--- src/rtl/rom_port_arbiter_if.sv ---
// Bundles the two requester ports and the shared read-data return of rom_port_arbiter.
interface rom_port_arbiter_if #(
  parameter int ADDR_WIDTH = 8,
  parameter int DATA_WIDTH = 8
);
  logic                  reqA;
  logic [ADDR_WIDTH-1:0] addrA;
  logic                  lockA;
  logic                  gntA;
  logic                  validA;
  logic                  reqB;
  logic [ADDR_WIDTH-1:0] addrB;
  logic                  lockB;
  logic                  gntB;
  logic                  validB;
  logic [DATA_WIDTH-1:0] rdata;

  modport master (
    output reqA, addrA, lockA, reqB, addrB, lockB,
    input  gntA, validA, gntB, validB, rdata
  );

  modport slave (
    input  reqA, addrA, lockA, reqB, addrB, lockB,
    output gntA, validA, gntB, validB, rdata
  );
endinterface

--- src/rtl/rom_port_arbiter.sv ---
// Round-robin arbiter with lockable bursts sharing a 1-cycle registered ROM between two readers.
// Optional ROM_ARB_STATS_EN adds saturating grant/conflict counters.
module rom_port_arbiter #(
  parameter int ADDR_WIDTH = 8,
  parameter int DATA_WIDTH = 8,
  parameter int MAX_LOCK   = 4
) (
  input  logic                  clk,
  input  logic                  rst_n,
  rom_port_arbiter_if.slave     bus,
  output logic [ADDR_WIDTH-1:0] romAddr_o,
  input  logic [DATA_WIDTH-1:0] romData_i
`ifdef ROM_ARB_STATS_EN
  ,
  output logic [15:0]           gntCntA_o,
  output logic [15:0]           gntCntB_o,
  output logic [15:0]           conflictCnt_o
`endif
);

  typedef enum logic [1:0] {IDLE, OWN_A, OWN_B} state_t;

  localparam logic [7:0] MaxLock = 8'(MAX_LOCK);

  state_t                state_q, state_d;
  logic                  rrPtr_q, rrPtr_d;
  logic [7:0]            lockCnt_q, lockCnt_d;
  logic                  gntA, gntB;

  logic [ADDR_WIDTH-1:0] romAddr_q;
  logic                  tag1Vld_q, tag1Port_q;
  logic                  tag2Vld_q, tag2Port_q;
  logic                  validA_q, validB_q;
  logic [DATA_WIDTH-1:0] rdata_q;

  always_comb begin
    state_d   = state_q;
    rrPtr_d   = rrPtr_q;
    lockCnt_d = lockCnt_q;
    gntA      = 1'b0;
    gntB      = 1'b0;

    case (state_q)
      IDLE: begin
        if (bus.reqA && (!bus.reqB || !rrPtr_q)) gntA = 1'b1;
        else if (bus.reqB)                       gntB = 1'b1;
      end
      OWN_A: begin
        if (!bus.reqA) begin
          state_d   = IDLE;
          lockCnt_d = 8'd0;
        end else if (lockCnt_q == MaxLock && bus.reqB) begin
          gntB = 1'b1;
        end else begin
          gntA = 1'b1;
        end
      end
      OWN_B: begin
        if (!bus.reqB) begin
          state_d   = IDLE;
          lockCnt_d = 8'd0;
        end else if (lockCnt_q == MaxLock && bus.reqA) begin
          gntA = 1'b1;
        end else begin
          gntB = 1'b1;
        end
      end
      default: state_d = IDLE;
    endcase

    // A grant from outside the winner's own burst starts a fresh ownership and passes the turn on.
    if (gntA) begin
      if (state_q == OWN_A) begin
        if (!bus.lockA) begin
          state_d   = IDLE;
          lockCnt_d = 8'd0;
        end else if (lockCnt_q != MaxLock) begin
          lockCnt_d = lockCnt_q + 8'd1;
        end
      end else begin
        rrPtr_d   = 1'b1;
        state_d   = bus.lockA ? OWN_A : IDLE;
        lockCnt_d = bus.lockA ? 8'd1 : 8'd0;
      end
    end

    if (gntB) begin
      if (state_q == OWN_B) begin
        if (!bus.lockB) begin
          state_d   = IDLE;
          lockCnt_d = 8'd0;
        end else if (lockCnt_q != MaxLock) begin
          lockCnt_d = lockCnt_q + 8'd1;
        end
      end else begin
        rrPtr_d   = 1'b0;
        state_d   = bus.lockB ? OWN_B : IDLE;
        lockCnt_d = bus.lockB ? 8'd1 : 8'd0;
      end
    end
  end

  always_ff @(posedge clk or negedge rst_n) begin
    if (!rst_n) begin
      state_q   <= IDLE;
      rrPtr_q   <= 1'b0;
      lockCnt_q <= 8'd0;
    end else begin
      state_q   <= state_d;
      rrPtr_q   <= rrPtr_d;
      lockCnt_q <= lockCnt_d;
    end
  end

  // Two-stage tag pipeline tracks which port owns the ROM word arriving on romData_i.
  always_ff @(posedge clk or negedge rst_n) begin
    if (!rst_n) begin
      romAddr_q  <= '0;
      tag1Vld_q  <= 1'b0;
      tag1Port_q <= 1'b0;
      tag2Vld_q  <= 1'b0;
      tag2Port_q <= 1'b0;
      validA_q   <= 1'b0;
      validB_q   <= 1'b0;
      rdata_q    <= '0;
    end else begin
      if (gntA || gntB) romAddr_q <= gntA ? bus.addrA : bus.addrB;
      tag1Vld_q  <= gntA || gntB;
      tag1Port_q <= gntB;
      tag2Vld_q  <= tag1Vld_q;
      tag2Port_q <= tag1Port_q;
      validA_q   <= tag2Vld_q && !tag2Port_q;
      validB_q   <= tag2Vld_q && tag2Port_q;
      if (tag2Vld_q) rdata_q <= romData_i;
    end
  end

  assign bus.gntA   = gntA && rst_n;
  assign bus.gntB   = gntB && rst_n;
  assign bus.validA = validA_q;
  assign bus.validB = validB_q;
  assign bus.rdata  = rdata_q;
  assign romAddr_o  = romAddr_q;

`ifdef ROM_ARB_STATS_EN
  logic [15:0] gntCntA_q, gntCntB_q, conflictCnt_q;

  always_ff @(posedge clk or negedge rst_n) begin
    if (!rst_n) begin
      gntCntA_q     <= 16'd0;
      gntCntB_q     <= 16'd0;
      conflictCnt_q <= 16'd0;
    end else begin
      if (gntA && gntCntA_q != 16'hFFFF) gntCntA_q <= gntCntA_q + 16'd1;
      if (gntB && gntCntB_q != 16'hFFFF) gntCntB_q <= gntCntB_q + 16'd1;
      if (bus.reqA && bus.reqB && conflictCnt_q != 16'hFFFF)
        conflictCnt_q <= conflictCnt_q + 16'd1;
    end
  end

  assign gntCntA_o     = gntCntA_q;
  assign gntCntB_o     = gntCntB_q;
  assign conflictCnt_o = conflictCnt_q;
`endif

endmodule

--- src/flat_wrapper.sv ---
// flat-port wrapper written by rule: the top's interface ports become plain ports
module rom_port_arbiter_flat 
#(
  parameter int ADDR_WIDTH = 8,
  parameter int DATA_WIDTH = 8,
  parameter int MAX_LOCK   = 4
)
  (clk, rst_n, romAddr_o, romData_i, bus_reqA, bus_addrA, bus_lockA, bus_reqB, bus_addrB, bus_lockB, bus_gntA, bus_validA, bus_gntB, bus_validB, bus_rdata);
  rom_port_arbiter_if #(.ADDR_WIDTH(ADDR_WIDTH), .DATA_WIDTH(DATA_WIDTH)) bus_i ();
  input  logic clk;
  input  logic rst_n;
  output logic [ADDR_WIDTH-1:0] romAddr_o;
  input  logic [DATA_WIDTH-1:0] romData_i;
  input wire logic [$bits(bus_i.reqA)-1:0] bus_reqA;
  input wire logic [$bits(bus_i.addrA)-1:0] bus_addrA;
  input wire logic [$bits(bus_i.lockA)-1:0] bus_lockA;
  input wire logic [$bits(bus_i.reqB)-1:0] bus_reqB;
  input wire logic [$bits(bus_i.addrB)-1:0] bus_addrB;
  input wire logic [$bits(bus_i.lockB)-1:0] bus_lockB;
  output wire logic [$bits(bus_i.gntA)-1:0] bus_gntA;
  output wire logic [$bits(bus_i.validA)-1:0] bus_validA;
  output wire logic [$bits(bus_i.gntB)-1:0] bus_gntB;
  output wire logic [$bits(bus_i.validB)-1:0] bus_validB;
  output wire logic [$bits(bus_i.rdata)-1:0] bus_rdata;
  assign bus_i.reqA = bus_reqA;
  assign bus_i.addrA = bus_addrA;
  assign bus_i.lockA = bus_lockA;
  assign bus_i.reqB = bus_reqB;
  assign bus_i.addrB = bus_addrB;
  assign bus_i.lockB = bus_lockB;
  assign bus_gntA = bus_i.gntA;
  assign bus_validA = bus_i.validA;
  assign bus_gntB = bus_i.gntB;
  assign bus_validB = bus_i.validB;
  assign bus_rdata = bus_i.rdata;
  rom_port_arbiter #(.ADDR_WIDTH(ADDR_WIDTH), .DATA_WIDTH(DATA_WIDTH), .MAX_LOCK(MAX_LOCK)) u_core (.clk(clk), .rst_n(rst_n), .bus(bus_i), .romAddr_o(romAddr_o), .romData_i(romData_i));
endmodule
--- config.mk ---
export PLATFORM = sky130hd
export DESIGN_NAME = rom_port_arbiter_flat
export DESIGN_NICKNAME = d
export VERILOG_FILES = /design/src/rtl/rom_port_arbiter_if.sv /design/src/rtl/rom_port_arbiter.sv /design/src/flat_wrapper.sv
export SDC_FILE = /design/constraint.sdc
export NUM_CORES = 1
export LEC_CHECK = 0
export BUFFER_PORTS_ARGS = -buffer_cell sky130_fd_sc_hd__buf_4
export CAP_MARGIN = 20
export CORE_MARGIN = 2
export CORE_UTILIZATION = 47
export DETAILED_ROUTE_END_ITERATION = 8
export GPL_TIMING_DRIVEN = 0
export PLACE_DENSITY_LB_ADDON = 0.12
export SYNTH_ARGS = -nofsm -noshare
export SYNTH_HDL_FRONTEND = slang
export SYNTH_SLANG_ARGS = --single-unit
--- constraint.sdc ---
create_clock -name clk -period 2.4 [get_ports clk]
set_clock_uncertainty 0.15 [all_clocks]
set_input_delay 0.24 -clock clk [delete_from_list [all_inputs] [get_ports clk]]
set_output_delay 0.24 -clock clk [all_outputs]
set_load 0.05 [all_outputs]
Word-level counts from Yosys, hierarchy flattened
Index checks and enable logic that the tools add are counted.
W data, S select, Z words.
{"block": "word_totals", "register_bits": 33, "latchBits": 0, "ramBits": 0, "rom_bits": 0, "out_inout_bits": 20, "word_cells": 71, "n_memories": 0}
{"block": "classes", "addsub": 1, "mul": 0, "n_div": 0, "n_lt_le_gt_ge": 0, "eq_ne": 4, "n_shift": 0, "mux": 42, "n_bitwise": 0, "n_reduce_logical": 13}
{"op": "$mux W8", "n": 11}
{"op": "$mux W1", "n": 18}
{"op": "$mux W2", "n": 9}
{"op": "$pmux W8 S2", "n": 1}
{"op": "$add A8 B1 Y8 const B", "n": 1}
{"op": "$eq A8 B3 Y1 const B", "n": 1}
{"op": "$ne A8 B3 Y1 const B", "n": 1}
{"op": "$logic_and A1 B1 Y1", "n": 7}
{"op": "$pmux W1 S3", "n": 2}
{"op": "$pmux W2 S3", "n": 1}
{"op": "$logic_not A1 Y1", "n": 3}
{"op": "$eq A2 B1 Y1 const B", "n": 1}
{"op": "$eq A2 B2 Y1 const B", "n": 1}
{"op": "$logic_not A2 Y1", "n": 1}
{"op": "$logic_or A1 B1 Y1", "n": 2}

Logic depth before layout (Yosys ltp)
{"block": "logic_depth", "depth_word": 10, "depth_mapped": 11, "depth_no_buf": 9}

Worst setup path after synthesis
No wires, ideal clock.
{"block": "synth_path", "path_type": "register to output", "startpoint": "register u_core.lockCnt_q[0]", "endpoint": "output bus_gntA", "arrival_time_ns": 2.085, "required_time_ns": 2.010, "path_slack_ns": -0.075, "stages_incl_launch_ff": 8, "path_buffers": 1, "path_cell_list": "dfrtp_1 inv_1 ha_1 nor4bb_4 nand4_1 a31oi_1 clkbuf_1 and2_1"}
{"block": "synth_between", "elab_chain_len": 6}
{"element": "start: declaration", "line": "rom_port_arbiter.sv:27", "rtl": "logic [7:0] lockCnt_q, lockCnt_d;"}
{"element": "start signal: assignment", "line": "rom_port_arbiter.sv:111", "rtl": "lockCnt_q <= lockCnt_d;"}
{"element": "$eq A8 B3 Y1 *", "line": "rom_port_arbiter.sv:52, rom_port_arbiter.sv:62"}
{"element": "$logic_and A1 B1 Y1 (on tied branches)", "line": "rom_port_arbiter.sv:62, rom_port_arbiter.sv:52"}
{"element": "$mux W1 (on tied branches)", "line": "rom_port_arbiter.sv:62, rom_port_arbiter.sv:52"}
{"element": "$mux W1 (on tied branches)", "line": "rom_port_arbiter.sv:59, rom_port_arbiter.sv:49"}
{"element": "$pmux W1 S3 *", "line": "rom_port_arbiter.sv:43", "rtl": "case (state_q)"}
{"element": "$logic_and A1 B1 Y1 *", "line": "rom_port_arbiter.sv:138", "rtl": "assign bus.gntA = gntA && rst_n;"}
{"element": "end: declaration", "line": "flat_wrapper.sv:20", "rtl": "output wire logic [$bits(bus_i.gntA)-1:0] bus_gntA;"}
Every way passes the cells marked *; elsewhere a longest branch is shown, timed or not.

Final worst setup path
{"block": "layout_path", "startpoint": "register u_core.lockCnt_q[1]", "endpoint": "output bus_gntB"}
{"block": "layout_between", "elab_chain_len": 6}
{"element": "$eq A8 B3 Y1 *", "line": "rom_port_arbiter.sv:52, rom_port_arbiter.sv:62"}
{"element": "$logic_and A1 B1 Y1 (on tied branches)", "line": "rom_port_arbiter.sv:62, rom_port_arbiter.sv:52"}
{"element": "$mux W1 (on tied branches)", "line": "rom_port_arbiter.sv:62, rom_port_arbiter.sv:52"}
{"element": "$mux W1 (on tied branches)", "line": "rom_port_arbiter.sv:59, rom_port_arbiter.sv:49"}
{"element": "$pmux W1 S3 *", "line": "rom_port_arbiter.sv:43"}
{"element": "via u_core.gntB", "line": "rom_port_arbiter.sv:28", "rtl": "logic gntA, gntB;"}
{"element": "$logic_and A1 B1 Y1 *", "line": "rom_port_arbiter.sv:139", "rtl": "assign bus.gntB = gntB && rst_n;"}
{"element": "end: declaration", "line": "flat_wrapper.sv:22", "rtl": "output wire logic [$bits(bus_i.gntB)-1:0] bus_gntB;"}
The timed path passes the listed nets; every way through them passes the cells marked *.

==> results.ini <==
[global_routing]
grt_pass1_vias = 1685
grt_max_degree = 36
track_usage_pct = 22.4
grt.overflow.total = 0
grt_pass1_wl_mm = 7.58
antenna_found_initial = 0

[critical_path]
slowest_delay_ns = 0.39
cp-startpoint = u_core.lockCnt_q[1]
path_delay_family = simple AND/OR/NAND/NOR gates
slowest_stage = dfrtp_1
critical_path_class = reg -> out
crit_arrival_ns = 2.17
path_cells = inv_2 > ha_4 > nor4bb_4 > and2_1 > buf_6 > or2_1 > a21o_1 > buf_6 > clkinv_8 > and2_4 > buf_8
cp.required_ns = 2.01
crit_buf_inv = 5
end_kind = output port
r2r-start = u_core.lockCnt_q[1]
cp_common_cell = buf_6
cp_max_fo = 4
start_kind = flip-flop

[final_layout]
drive_gt1_share_pct = 42.2
stdcell_count = 316
fin_nets = 303
area_growth_pct = 44.8
antennaDiodeCount = 0

[floorplanning]
core.rowCount = 22
die_h_um = 67.1
io_pins = 50
core_um2 = 3740
dieArea_um2 = 4500
initial_utilization_pct = 49.9
die_w_um = 67.1

[sta]
hold_violations = 0
rsz0062_at_grt = true
fin_crit_ns = 2.56
finalWorstSetupSlack_ns = -0.161
tightest_slew_ns = 0.483
slew_viol_final = 0
fmax_ghz = 0.391
maxSlewHeadroom_pct = 67.8
setup_viol = 15
period_share_pct = 107

[detailed_routing]
dr.first_iter.drc_count = 65
drt-wirelength-per-cell_um = 15.5
vias = 1733
totalWireLength_mm = 4.89
drc = 0
vias_per_cell = 5.48
ant_nets = 0
firstDrtPassIters = 4

[logic_synthesis]
synth-seq-cells = 33
synth_area_um2 = 1870
ys.warnings.count = 0
postSynthAreaPerCell_um2 = 9.64
synth_cell_types = 41
synth_flop_cell = dfrtp_1
async_reset_ff_share_pct = 100
synth_fp_nets = 230
synthesis.instances = 194
ys_seq_area_share_pct = 44.2
synth-edff-count = 0

[outcome]
outcome = finished with violations
violations = setup timing

[flow_run]
drv_cap = 0

[power_and_ir_drop]
vdd_drop_max_uv = 781
power.internal_mw = 1.89
combPwrFrac_pct = 62.8
leakagePower_nw = 1.28
clockPowerShare_pct = 11.1
switchingPower_mw = 1.69
seq_power_share_pct = 26.1
p_per_area_nw_per_um2 = 1320
p_sw_share_pct = 47.3

[clock_network]
numCtsBuffers = 5
cts_root_buffer = clkbuf_8
cts_tree = built
clkTransAtPathRegs_ns = 0.06
clkSinkCount = 33
cts_max_path_buffers = 2
clk_latency_ns = 0.28
htreeDepth = 2

[placed_design]
place_congestion = 0.928
placedCellCount = 291
pre_cts_ws_ns = -0.436
dpl.hpwl_mm = 3.23
portBuffers = 49

[worst_hold_path]
hold_class = in -> reg
hp-start = bus_addrA[5]

-- power groups by stage --
stage                     sequential (mW)  clock (mW)  combinational, mW
after floorplan                      1.44           0              0.804
after global placement              0.930           0               1.82
after detailed placement            0.939           0               1.84
after CTS                           0.926       0.408               2.03
after global routing                0.959       0.438               2.39
final                               0.933       0.399               2.25
-- worst paths after layout --
kind / depth (start not counted) / endpoint / slack (ns)
worst min-delay path: 3 / u_core.romAddr_o[5] / 0.02
worst min register to register: 0 / u_core.tag2Vld_q / 0.20
worst max-delay path: 11 / bus_gntB / -0.16
min in group asynchronous: 2 / u_core.lockCnt_q[2] / 0.29
worst max register to register: 12 / u_core.lockCnt_q[2] / -0.12
max in group asynchronous: 2 / u_core.lockCnt_q[0] / 1.47
-- per-layer routing --
metal	track usage (%)	wire [um]	vias to the layer above
met2	37.1	2410	55
met1	29.7	2170	830
met3	5.24	267	7
met5	0	0	-
li1	-	-	841
met4	4.59	43	0
-- metrics by stage --
| step | area (um2) | utilization [%] | TNS (ns) | power (mW) | hold WS [ns] |
|---|---|---|---|---|---|
| after floorplan | 1880 | - | 0 | 2.25 | -0.206 |
| after global placement | 2310 | 61.6 | -4.10 | 2.75 | 0.0570 |
| after detailed placement | 2310 | 61.6 | -4.53 | 2.78 | 0.0669 |
| after CTS | 2560 | 68.3 | -0.292 | 3.36 | 0.00675 |
| after global routing | 2710 | 72.3 | -2.67 | 3.79 | 0.0185 |
| final | 2710 | 72.3 | -1.13 | 3.58 | 0.0169 |
-- repair_timing --
action | 4_1_cts | 5_1_grt
hold endpoints to repair | 33 | 0
setup endpoints to repair | 20 | 18
gates cloned | 0 | 1
setup buffers | 10 | 6
pin swaps | 6 | 8
hold buffers | 1 | 0
resized for setup | 23 | 28
-- cells in the final DEF (no fill, tap or decap), types with 2 or more instances in the layout --
cell,Yosys,final
nor2_1,10,9
buf_4,2,61
ha_1,6,2
mux2i_2,0,3
nand2_1,21,20
mux2_2,8,8
o21ai_1,0,9
a31oi_4,0,2
xor2_1,2,2
a22oi_1,3,2
nand2b_1,7,7
nand3_1,6,5
a21oi_1,11,11
nand4_1,4,4
clkbuf_8,0,5
o211ai_1,2,2
a21bo_2,2,2
buf_6,1,4
and3_1,5,5
nor3_1,5,4
buf_8,0,3
clkinv_2,0,2
ha_2,0,3
mux2i_1,9,6
and2_1,6,4
inv_2,0,2
dfrtp_1,33,32
o21ai_0,13,4
a211oi_1,2,2
inv_1,8,6
a21o_1,5,5
-- Yosys cell counts, types with 2 or more instances --
cell / instances / area, um2
a211oi_1: 2 / 15.0
a21bo_2: 2 / 20.0
a21o_1: 5 / 37.5
a21oi_1: 11 / 55.1
a22oi_1: 3 / 22.5
a31oi_1: 3 / 18.8
and2_1: 6 / 37.5
and3_1: 5 / 31.3
buf_4: 2 / 15.0
clkbuf_1: 4 / 15.0
dfrtp_1: 33 / 826
ha_1: 6 / 75.1
inv_1: 8 / 30.0
mux2_2: 8 / 90.1
mux2i_1: 9 / 90.1
nand2_1: 21 / 78.8
nand2b_1: 7 / 43.8
nand3_1: 6 / 30.0
nand4_1: 4 / 25.0
nor2_1: 10 / 37.5
nor3_1: 5 / 25.0
o211ai_1: 2 / 15.0
o21ai_0: 13 / 65.1
xor2_1: 2 / 17.5
-- flip-flops by register name, summed over array words and instances, names as in the netlist --
signal and count:
u_core.bus.rdata 8, u_core.bus.validA 1, u_core.bus.validB 1, u_core.lockCnt_q 8, u_core.romAddr_o 8, u_core.rrPtr_q 1, u_core.state_q 2, u_core.tag1Port_q 1
u_core.tag1Vld_q 1, u_core.tag2Port_q 1, u_core.tag2Vld_q 1
-- cell families (layout without fill, tap and decap cells) --
family	Yosys count	after routing	synth area share, %
XOR/XNOR	2	2	0.937
multiplexers	17	17	9.64
buffers and inverters	17	91	4.55
adder cells (fa/ha/maj)	6	6	4.02
flip-flops	33	33	44.2
AND/OR/NAND/NOR	69	69	19.3
AO/OA/AOI/OAI	50	50	17.4
-- final cells by class --
cell class	count	area (um2)
well taps	48	60.1
multi-input cells	144	1070
fillers	288	1040
repair buffers	67	546
inverters	9	46.3
clock inverters	3	17.5
clock buffers	5	68.8
flip-flops and latches	33	827
plain buffers	7	73.8
-- worst register-to-register path, cell delays in order (launching register included) --
cell and delay, ns:
dfrtp_1 0.39, inv_2 0.07, ha_4 0.15, nor4bb_4 0.15, and2_1 0.15, buf_6 0.12
or2_1 0.22, a21o_1 0.19, buf_6 0.13, clkinv_8 0.04, buf_4 0.11, o31ai_2 0.07
or4_1 0.46
(Power assumes the default switching activity.)
